**src/rtl/lcd_pkg.sv**
```systemverilog
// Shared types and constants for the PCD8544 (Nokia 5110) LCD sequencer.
// Contents: FSM state enum, command bytes, framebuffer size, counter widths,
// and seq_byte(), which maps a sequence index to the command byte it sends.
package lcd_pkg;

   typedef enum logic [2:0] {
      PWR_WAIT,
      ISSUE,
      WAIT,
      IDLE,
      FETCH,
      DONE
   } state_t;

   localparam logic [7:0] CMD_FUNC_EXT    = 8'h21;
   localparam logic [7:0] CMD_FUNC_BASIC  = 8'h20;
   localparam logic [7:0] CMD_DISP_NORMAL = 8'h0C;
   localparam logic [7:0] CMD_SET_X0      = 8'h80;
   localparam logic [7:0] CMD_SET_Y0      = 8'h40;

   localparam int unsigned FB_BYTES = 504;
   localparam int unsigned ADDR_W   = 9;
   localparam int unsigned SEQ_W    = 3;

   // Sequence indices that change the flow of the FSM.
   localparam logic [SEQ_W-1:0] SEQ_LAST_INIT = SEQ_W'(5);
   localparam logic [SEQ_W-1:0] SEQ_SET_X     = SEQ_W'(6);
   localparam logic [SEQ_W-1:0] SEQ_SET_Y     = SEQ_W'(7);

   // Command byte for each sequence index: init (0..5), then address set (6..7).
   function automatic logic [7:0] seq_byte(input logic [SEQ_W-1:0] idx,
                                           input logic [7:0]       vop,
                                           input logic [7:0]       tempc,
                                           input logic [7:0]       bias);
      logic [7:0] b;
      b = CMD_FUNC_EXT;
      case (idx)
         SEQ_W'(0): b = CMD_FUNC_EXT;
         SEQ_W'(1): b = vop;
         SEQ_W'(2): b = tempc;
         SEQ_W'(3): b = bias;
         SEQ_W'(4): b = CMD_FUNC_BASIC;
         SEQ_W'(5): b = CMD_DISP_NORMAL;
         SEQ_W'(6): b = CMD_SET_X0;
         default:   b = CMD_SET_Y0;
      endcase
      return b;
   endfunction

endpackage

```
**src/rtl/lcd_controller.sv**
```systemverilog
// Sequencer for a PCD8544 LCD behind an SPI byte serializer.
// After reset: idle RST_WAIT cycles, send the init commands, then go idle.
// On refresh (or always, when CONTINUOUS): send X/Y address 0, then stream
// the 504 framebuffer bytes read from an external synchronous memory.
// Ports:
//   clk, nrst       clock, asynchronous active-low reset
//   refresh         frame request, sampled only while idle
//   busy            high whenever not idle
//   frame_done      one-cycle pulse after the last data byte is accepted
//   fb_addr/fb_rdata frame memory read port (data one cycle after address)
//   spi_ready       serializer ready
//   spi_enable      one-cycle byte strobe; spi_data/spi_mode valid with it
//   spi_mode        1 = command, 0 = data
module lcd_controller
   import lcd_pkg::*;
#(
   parameter int unsigned RST_WAIT   = 1000,
   parameter logic [7:0]  VOP        = 8'hB1,
   parameter logic [7:0]  TEMPC      = 8'h04,
   parameter logic [7:0]  BIAS       = 8'h14,
   parameter bit          CONTINUOUS = 1'b0
) (
   input  logic              clk,
   input  logic              nrst,
   input  logic              refresh,
   output logic              busy,
   output logic              frame_done,
   output logic [ADDR_W-1:0] fb_addr,
   input  logic [7:0]        fb_rdata,
   input  logic              spi_ready,
   output logic              spi_enable,
   output logic [7:0]        spi_data,
   output logic              spi_mode
);

   localparam int unsigned        CNT_W     = (RST_WAIT > 1) ? $clog2(RST_WAIT) : 1;
   localparam logic [CNT_W-1:0]   CNT_LAST  = CNT_W'(RST_WAIT - 1);
   localparam logic [ADDR_W-1:0]  LAST_BYTE = ADDR_W'(FB_BYTES - 1);

   state_t             state, state_d;
   logic [CNT_W-1:0]   dly_cnt, dly_cnt_d;
   logic [ADDR_W-1:0]  byte_cnt, byte_cnt_d;
   logic [ADDR_W-1:0]  fb_addr_d;
   logic [SEQ_W-1:0]   seq_idx, seq_idx_d;
   logic               wait_first, wait_first_d;
   logic [7:0]         spi_data_d;
   logic               spi_mode_d;

   // State and registered outputs.
   always_ff @(posedge clk or negedge nrst) begin
      if (!nrst) begin
         state      <= PWR_WAIT;
         dly_cnt    <= '0;
         byte_cnt   <= '0;
         seq_idx    <= '0;
         wait_first <= 1'b0;
         fb_addr    <= '0;
         spi_data   <= 8'h00;
         spi_mode   <= 1'b1;
         spi_enable <= 1'b0;
         busy       <= 1'b1;
         frame_done <= 1'b0;
      end else begin
         state      <= state_d;
         dly_cnt    <= dly_cnt_d;
         byte_cnt   <= byte_cnt_d;
         seq_idx    <= seq_idx_d;
         wait_first <= wait_first_d;
         fb_addr    <= fb_addr_d;
         spi_data   <= spi_data_d;
         spi_mode   <= spi_mode_d;
         spi_enable <= (state_d == ISSUE);
         busy       <= (state_d != IDLE);
         frame_done <= (state_d == DONE);
      end
   end

   // Next-state logic. spi_data/spi_mode are loaded only on entry to ISSUE,
   // so they stay stable through the following WAIT. fb_addr runs one byte
   // ahead of the byte being sent, so the memory output is already valid when
   // FETCH registers it.
   always_comb begin
      state_d      = state;
      dly_cnt_d    = dly_cnt;
      byte_cnt_d   = byte_cnt;
      seq_idx_d    = seq_idx;
      fb_addr_d    = fb_addr;
      spi_data_d   = spi_data;
      spi_mode_d   = spi_mode;
      wait_first_d = 1'b0;

      unique case (state)
         PWR_WAIT: begin
            if (dly_cnt == CNT_LAST) begin
               state_d    = ISSUE;
               seq_idx_d  = '0;
               spi_data_d = seq_byte(SEQ_W'(0), VOP, TEMPC, BIAS);
               spi_mode_d = 1'b1;
            end else begin
               dly_cnt_d = dly_cnt + CNT_W'(1);
            end
         end

         ISSUE: begin
            state_d      = WAIT;
            wait_first_d = 1'b1;
         end

         // The first WAIT cycle ignores spi_ready: the serializer has not yet
         // had time to drop it after the strobe.
         WAIT: begin
            if (spi_ready && !wait_first) begin
               if (spi_mode) begin
                  if (seq_idx == SEQ_LAST_INIT) begin
                     state_d = IDLE;
                  end else if (seq_idx == SEQ_SET_Y) begin
                     state_d    = FETCH;
                     byte_cnt_d = '0;
                  end else begin
                     state_d    = ISSUE;
                     seq_idx_d  = seq_idx + SEQ_W'(1);
                     spi_data_d = seq_byte(seq_idx + SEQ_W'(1), VOP, TEMPC, BIAS);
                     spi_mode_d = 1'b1;
                  end
               end else if (byte_cnt == LAST_BYTE) begin
                  state_d = DONE;
               end else begin
                  state_d    = FETCH;
                  byte_cnt_d = byte_cnt + ADDR_W'(1);
               end
            end
         end

         IDLE: begin
            if (refresh || CONTINUOUS) begin
               state_d    = ISSUE;
               seq_idx_d  = SEQ_SET_X;
               spi_data_d = seq_byte(SEQ_SET_X, VOP, TEMPC, BIAS);
               spi_mode_d = 1'b1;
               fb_addr_d  = '0;
            end
         end

         FETCH: begin
            state_d    = ISSUE;
            spi_data_d = fb_rdata;
            spi_mode_d = 1'b0;
            fb_addr_d  = (byte_cnt == LAST_BYTE) ? byte_cnt : byte_cnt + ADDR_W'(1);
         end

         DONE: begin
            state_d = IDLE;
         end

         default: begin
            state_d = PWR_WAIT;
         end
      endcase
   end

endmodule

```
**config.mk**
```make
export PLATFORM = sky130hd
export DESIGN_NAME = lcd_controller
export DESIGN_NICKNAME = d
export VERILOG_FILES = /design/src/rtl/lcd_pkg.sv /design/src/rtl/lcd_controller.sv
export SDC_FILE = /design/constraint.sdc
export NUM_CORES = 1
export LEC_CHECK = 0
export BUFFER_PORTS_ARGS = -buffer_cell sky130_fd_sc_hd__buf_2
export CORE_ASPECT_RATIO = 0.8
export CORE_UTILIZATION = 35
export DETAILED_ROUTE_END_ITERATION = 12
export PLACE_DENSITY = 0.51
export SLEW_MARGIN = 20
export SYNTH_ARGS = -nofsm -noshare
export SYNTH_HDL_FRONTEND = slang
export SYNTH_SLANG_ARGS = --single-unit
```
**constraint.sdc**
```tcl
create_clock -name clk -period 3.5 [get_ports clk]
set_input_delay 0.35 -clock clk [delete_from_list [all_inputs] [get_ports clk]]
set_output_delay 0.35 -clock clk [all_outputs]
set_load 0.01 [all_outputs]
```
==> qor.csv, run 1 <==
metric,value,unit
status,"complete, no violations",
row cnt,27,
Port Buf Inserts,32,
Final #Nets,294,
multiplexer share of the synthesized area,6.39,%
adder-cell share of the synthesized area,4.02,%
PnR worst setup slack,1050,ps
CP arrival,2650,ps
initial DRC count,94,
DIE HEIGHT,77.4,um
Post-Route WL,5.22,mm
skew final,5.21,ps
register share of total power,43.3,%
post-route setup TNS,0,ps
Num CTS Buffers,5,
CTS tree,yes,
starting density of the core,36.1,%
gr usage total,15.6,%
Fin Hold WS,55.2,ps
main combinational cell family by area after synthesis,simple AND/OR/NAND/NOR gates,
clock power share,21.1,%
vias per std cell,5.02,
"Design Area, Final",2790,um2
number of gates resized after CTS,0,
number of flops mapped to enable cells by yosys,0,
actual slew at the worst max-slew pin,802,ps
Reg2Reg Setup Slack,1050,ps
"most common cell after layout, fill and taps aside",dfrtp_1,
xor and xnor area share after synthesis,5.63,%
TritonRoute pass-1 iters,4,
P per Cell Area,698,nW/um2
asr flop ratio synth,100,%
Syn Area/Cell,10.3,um2
largest net degree at the start of global routing,48,
fin crit share,70.1,%
Final HPWL DP,3.73,mm
GP Congestion,0.728,
Leak,1.29,nW
IO Pins,33,
H-tree levels,2,
Avg WL per Cell,14.4,um
DIE WIDTH,96.3,um
Vias,1819,
Startpoint Class,register,
"Seq/Total Area, Yosys",47.4,%
largest vdd supply drop,0.000267,V
Worst Path Max Fanout,9,
ant diodes,0,
most frequent cells in the layout,"45 x dfrtp_1, 31 x buf_2, 25 x nand2_1",
DP Worst Slack,1070,ps
Net Sw Power,0.701,mW
GR Overflow Total,0,
Most used DFF post-synth,dfrtp_1,
placed cells,354,
DP Area,2670,um2
Final Setup Violations,0,
antenna violations before repair,0,
"Core Util, Final",40.5,%
fin crit period,2450,ps
Unique masters post-synth,49,
die area,7450,um2
worst rel slew slack,46.6,%
RSZ-0062 raised after global routing,no,
Fillers,717,
Setup CP Type,reg -> reg,
Seq cells post-synth,47,
Synth-to-Final Area Change,12.3,%
layout cells sized above 1,22.2,%
FF+latch area,1180,um2
Final Hold Fails,0,
Post-Syn Nets,262,
"Clk Latency, worst-skew pair",300,ps
synthesized area,2490,um2
root buffer cell,clkbuf_8,
Yosys warning count,0,
clk buf depth,2,
first-pass GRT wire length,8.91,mm
Final Total Pwr,1.95,mW
CORE AREA,6890,um2
multi-input logic area,1180,um2
fmax,0.407,GHz
Compound-Gate Fraction of Synth Area,13.6,%
number of global-route vias before repair,1815,
max-cap viol count,0,
Sw Share,35.9,%
Antenna Nets Post-Route,0,
Required @ worst endpoint,3690,ps
hold buffers post-CTS,0,
Synth Instances,242,
Post-CTS Repair Setup Buffers,0,
CTS Sinks,47,
Worst-path clk slew,90,ps
Int Pwr,1.25,mW
Final Slew Violations,0,
Simple-Gate Fraction of Synth Area,18.0,%
HP Class,in -> async,
fin cells,362,
CP endpoint kind,register,
Combinational Power Share,35.6,%
# DRC,0,
registers in the layout (all words and copies together) (netlist names):
| register | count |
|---|---|
| spi_mode | 1 |
| frame_done | 1 |
| seq_idx | 3 |
| spi_enable | 1 |
| wait_first | 1 |
| spi_data | 8 |
| dly_cnt | 10 |
| busy | 1 |
| state | 3 |
| fb_addr | 9 |
| byte_cnt | 9 |
routing by layer:
metal	up-vias	wire length, um	share of wire [%]	track usage, %
met5	-	0	0	0
met4	0	61	1.2	4.48
met3	8	217	4.2	3.82
met2	33	2050	39	22.1
met1	860	2890	55	23.4
li1	918	-	-	-
layout make-up:
| cell class | instances | area share, % |
|---|---|---|
| timing repair buffer | 32 | 5.82 |
| clock inverter | 2 | 1.25 |
| inverter | 11 | 1.48 |
| multi-input combinational | 177 | 42.4 |
| tap | 87 | 3.90 |
| clock buffer | 6 | 2.96 |
| sequential | 47 | 42.2 |
worst max-delay path, cell delays in order, from the launching register on:
cell and delay (ps):
dfrtp_1 420, ha_1 250, nand4_1 160, nor4_4 440, o211ai_2 170, a311oi_4 510, mux2_2 400
final timing paths:
| check | from | end | cells after the start |
|---|---|---|---|
| setup / recovery | byte_cnt[0]$_DFFE_PN0P_ | spi_data[3]$_DFFE_PN0P_ | 6 |
| hold / removal | nrst | spi_data[3]$_DFFE_PN0P_ | 1 |
| setup reg to reg | byte_cnt[0]$_DFFE_PN0P_ | spi_data[3]$_DFFE_PN0P_ | 6 |
| hold reg to reg | fb_addr[4]$_DFFE_PN0P_ | fb_addr[4]$_DFFE_PN0P_ | 2 |
| max in group asynchronous | nrst | byte_cnt[6]$_DFFE_PN0P_ | 1 |
| min in group clk | fb_rdata[1] | spi_data[1]$_DFFE_PN0P_ | 3 |
power by group through the flow:
stage	clock network, mW	logic [mW]	registers [mW]
detailed placement	0	0.697	0.856
global route	0.457	0.798	0.878
finish	0.412	0.695	0.844
global placement	0	0.694	0.850
CTS	0.431	0.699	0.849
floorplan	0	0.534	0.846
synth_stat cells, types with 2 or more instances:
library cell	n	area share, %
xnor2_1	10	3.5
nand2b_1	4	1.0
nor3b_1	2	0.60
o31ai_1	2	0.60
nand3_1	8	1.6
ha_1	8	4.0
or3_1	2	0.50
dfrtp_1	45	45
xor2_1	6	2.1
inv_1	11	1.7
and3_1	5	1.3
nand4_1	3	0.75
nor2_1	18	2.7
nand2_1	25	3.8
a31oi_1	2	0.50
o21ai_0	21	4.2
dfstp_2	2	2.1
a21oi_1	15	3.0
clkbuf_8	5	2.8
mux2_2	7	3.2
nor2b_1	2	0.50
mux2i_1	8	3.2
nor3_1	4	0.80
and3_2	2	0.60
logic make-up (layout without fill, tap and decap cells):
group | Yosys count | after routing
buffers and inverters | 18 | 51
adders and majority gates | 8 | 8
muxes | 15 | 15
DFF | 47 | 47
xor gates and xnor gates | 16 | 16
AOI/OAI and AO/OA | 53 | 53
and+or+nand+nor | 85 | 85
Note: power is estimated with default switching activity, not from simulation.
==> run 2: changes to the inputs <==
==> constraint.sdc (replaced) <==
create_clock -name clk -period 2.4 [get_ports clk]
set_input_delay 0.24 -clock clk [delete_from_list [all_inputs] [get_ports clk]]
set_output_delay 0.24 -clock clk [all_outputs]
set_load 0.01 [all_outputs]
==> run 2 against run 1 <==
  * Core utilization rose by 1.3 points
  * Combinational power rose by 60%
  * Count of clock-buffer cells in the layout rose by 1
  * Die area did not move
  * Critical path depth did not move
  * Maximum frequency rose by 8.0%
==> qor.csv, run 2 (synthesis gave the netlist of run 1 again) <==
metric,value,unit
GR Overflow Total,0,
largest vdd supply drop,0.000385,V
Final Hold Fails,0,
Final #Nets,309,
IO Pins,33,
Startpoint Class,register,
Worst-path clk slew,90,ps
Reg2Reg Setup Slack,130,ps
Num CTS Buffers,5,
vias per std cell,4.99,
initial DRC count,103,
fin crit share,94.7,%
worst path cell trace,ha_4 -> nand4_1 -> nor4_4 -> o211ai_2 -> a311oi_4 -> mux2_2,
clk buf depth,2,
Post-Route WL,5.39,mm
CP arrival,2460,ps
Antenna Nets Post-Route,0,
worst rel slew slack,63.0,%
skew final,7.92,ps
TritonRoute pass-1 iters,5,
gr usage total,15.9,%
number of global-route vias before repair,1828,
HP Class,in -> reg,
Leak,1.34,nW
status,"complete, no violations",
fmax,0.440,GHz
CTS Sinks,47,
"Clk Latency, worst-skew pair",300,ps
CTS tree,yes,
RSZ-0062 raised after global routing,no,
top flop regs,"dly_cnt: 10 flops, byte_cnt: 9 flops, fb_addr: 9 flops",
Port Buf Inserts,32,
GP Congestion,0.792,
placed cells,364,
Synth-to-Final Area Change,15.8,%
root buffer cell,clkbuf_8,
Setup CP Type,reg -> reg,
Required @ worst endpoint,2590,ps
actual slew at the worst max-slew pin,552,ps
largest net degree at the start of global routing,20,
Avg WL per Cell,14.3,um
# DRC,0,
Final HPWL DP,3.96,mm
die area,7450,um2
fin cells,377,
Worst Path Max Fanout,6,
max-cap viol count,0,
"Design Area, Final",2880,um2
CP endpoint kind,register,
CORE AREA,6890,um2
PnR worst setup slack,127,ps
starting density of the core,36.1,%
DIE WIDTH,96.3,um
"slowest stage delay, CP",470,ps
DIE HEIGHT,77.4,um
DP Area,2750,um2
max FFs per register,10,
Final Setup Violations,0,
Largest Register,dly_cnt,
Final Slew Violations,0,
first-pass GRT wire length,9.06,mm
fin crit period,2270,ps
antenna violations before repair,0,
"most common cell after layout, fill and taps aside",dfrtp_1,
DP Worst Slack,67.3,ps
post-route setup TNS,0,ps
layout cells sized above 1,25.5,%
H-tree levels,2,
most frequent cells in the layout,"45 x dfrtp_1, 32 x buf_2, 25 x nand2_1",
Vias,1882,
P per Cell Area,971,nW/um2
ant diodes,0,
row cnt,27,
critical path's slowest cell,a311oi_4,
run 2: cell type report:
cell class,instances,area (um2)
clock buffers,7,76.3
clock inverters,1,5.00
well taps,87,109
flip-flops and latches,47,1180
repair buffers,47,275
multi-input cells,177,1200
inverters,11,41.3
fillers,696,4010
run 2: worst paths after layout:
check | startpoint | end | cells past startpoint
max | byte_cnt[1]$_DFFE_PN0P_ | spi_data[6]$_DFFE_PN0P_ | 6
min | fb_rdata[1] | spi_data[1]$_DFFE_PN0P_ | 3
max reg2reg | byte_cnt[1]$_DFFE_PN0P_ | spi_data[6]$_DFFE_PN0P_ | 6
min reg2reg | fb_addr[4]$_DFFE_PN0P_ | fb_addr[4]$_DFFE_PN0P_ | 2
max in group asynchronous | nrst | fb_addr[2]$_DFFE_PN0P_ | 3
min in group asynchronous | nrst | spi_data[3]$_DFFE_PN0P_ | 2
run 2: worst max-delay path, delay by kind of cell (launching register included):
family / cells / cell delay, ps
AO/OA/AOI/OAI: 2 / 630
adder cells (fa/ha/maj): 1 / 180
flip-flops: 1 / 420
multiplexers: 1 / 390
AND/OR/NAND/NOR: 2 / 540
run 2: stage by stage:
step	hold WS (ps)	utilization [%]	power (mW)
2_1_floorplan	-55.6	-	2.01
3_3_place_gp	196	39.9	2.34
3_5_place_dp	201	39.9	2.35
4_1_cts	157	41.2	2.83
5_1_grt	187	41.8	3.05
6_report	165	41.8	2.80
run 2: per-layer routing:
metal,part of all wire [%],global-route usage [%],up-vias
li1,-,-,943
met1,55,23.3,899
met2,40,22.3,35
met3,4.3,4.80,5
met4,0.82,4.18,0
met5,0,0,-
run 2: report_power, final:
part           internal (mW)  switching, mW  total, mW
Sequential              1.03          0.196       1.22
Combinational          0.529          0.585       1.11
Clock                  0.205          0.256      0.461
run 2: timing repair:
item,4_1_cts,5_1_grt
hold endpoints to repair,15,0
setup buffers,0,4
hold buffers,1,0
gates resized for setup,0,2
setup endpoints to repair,0,8
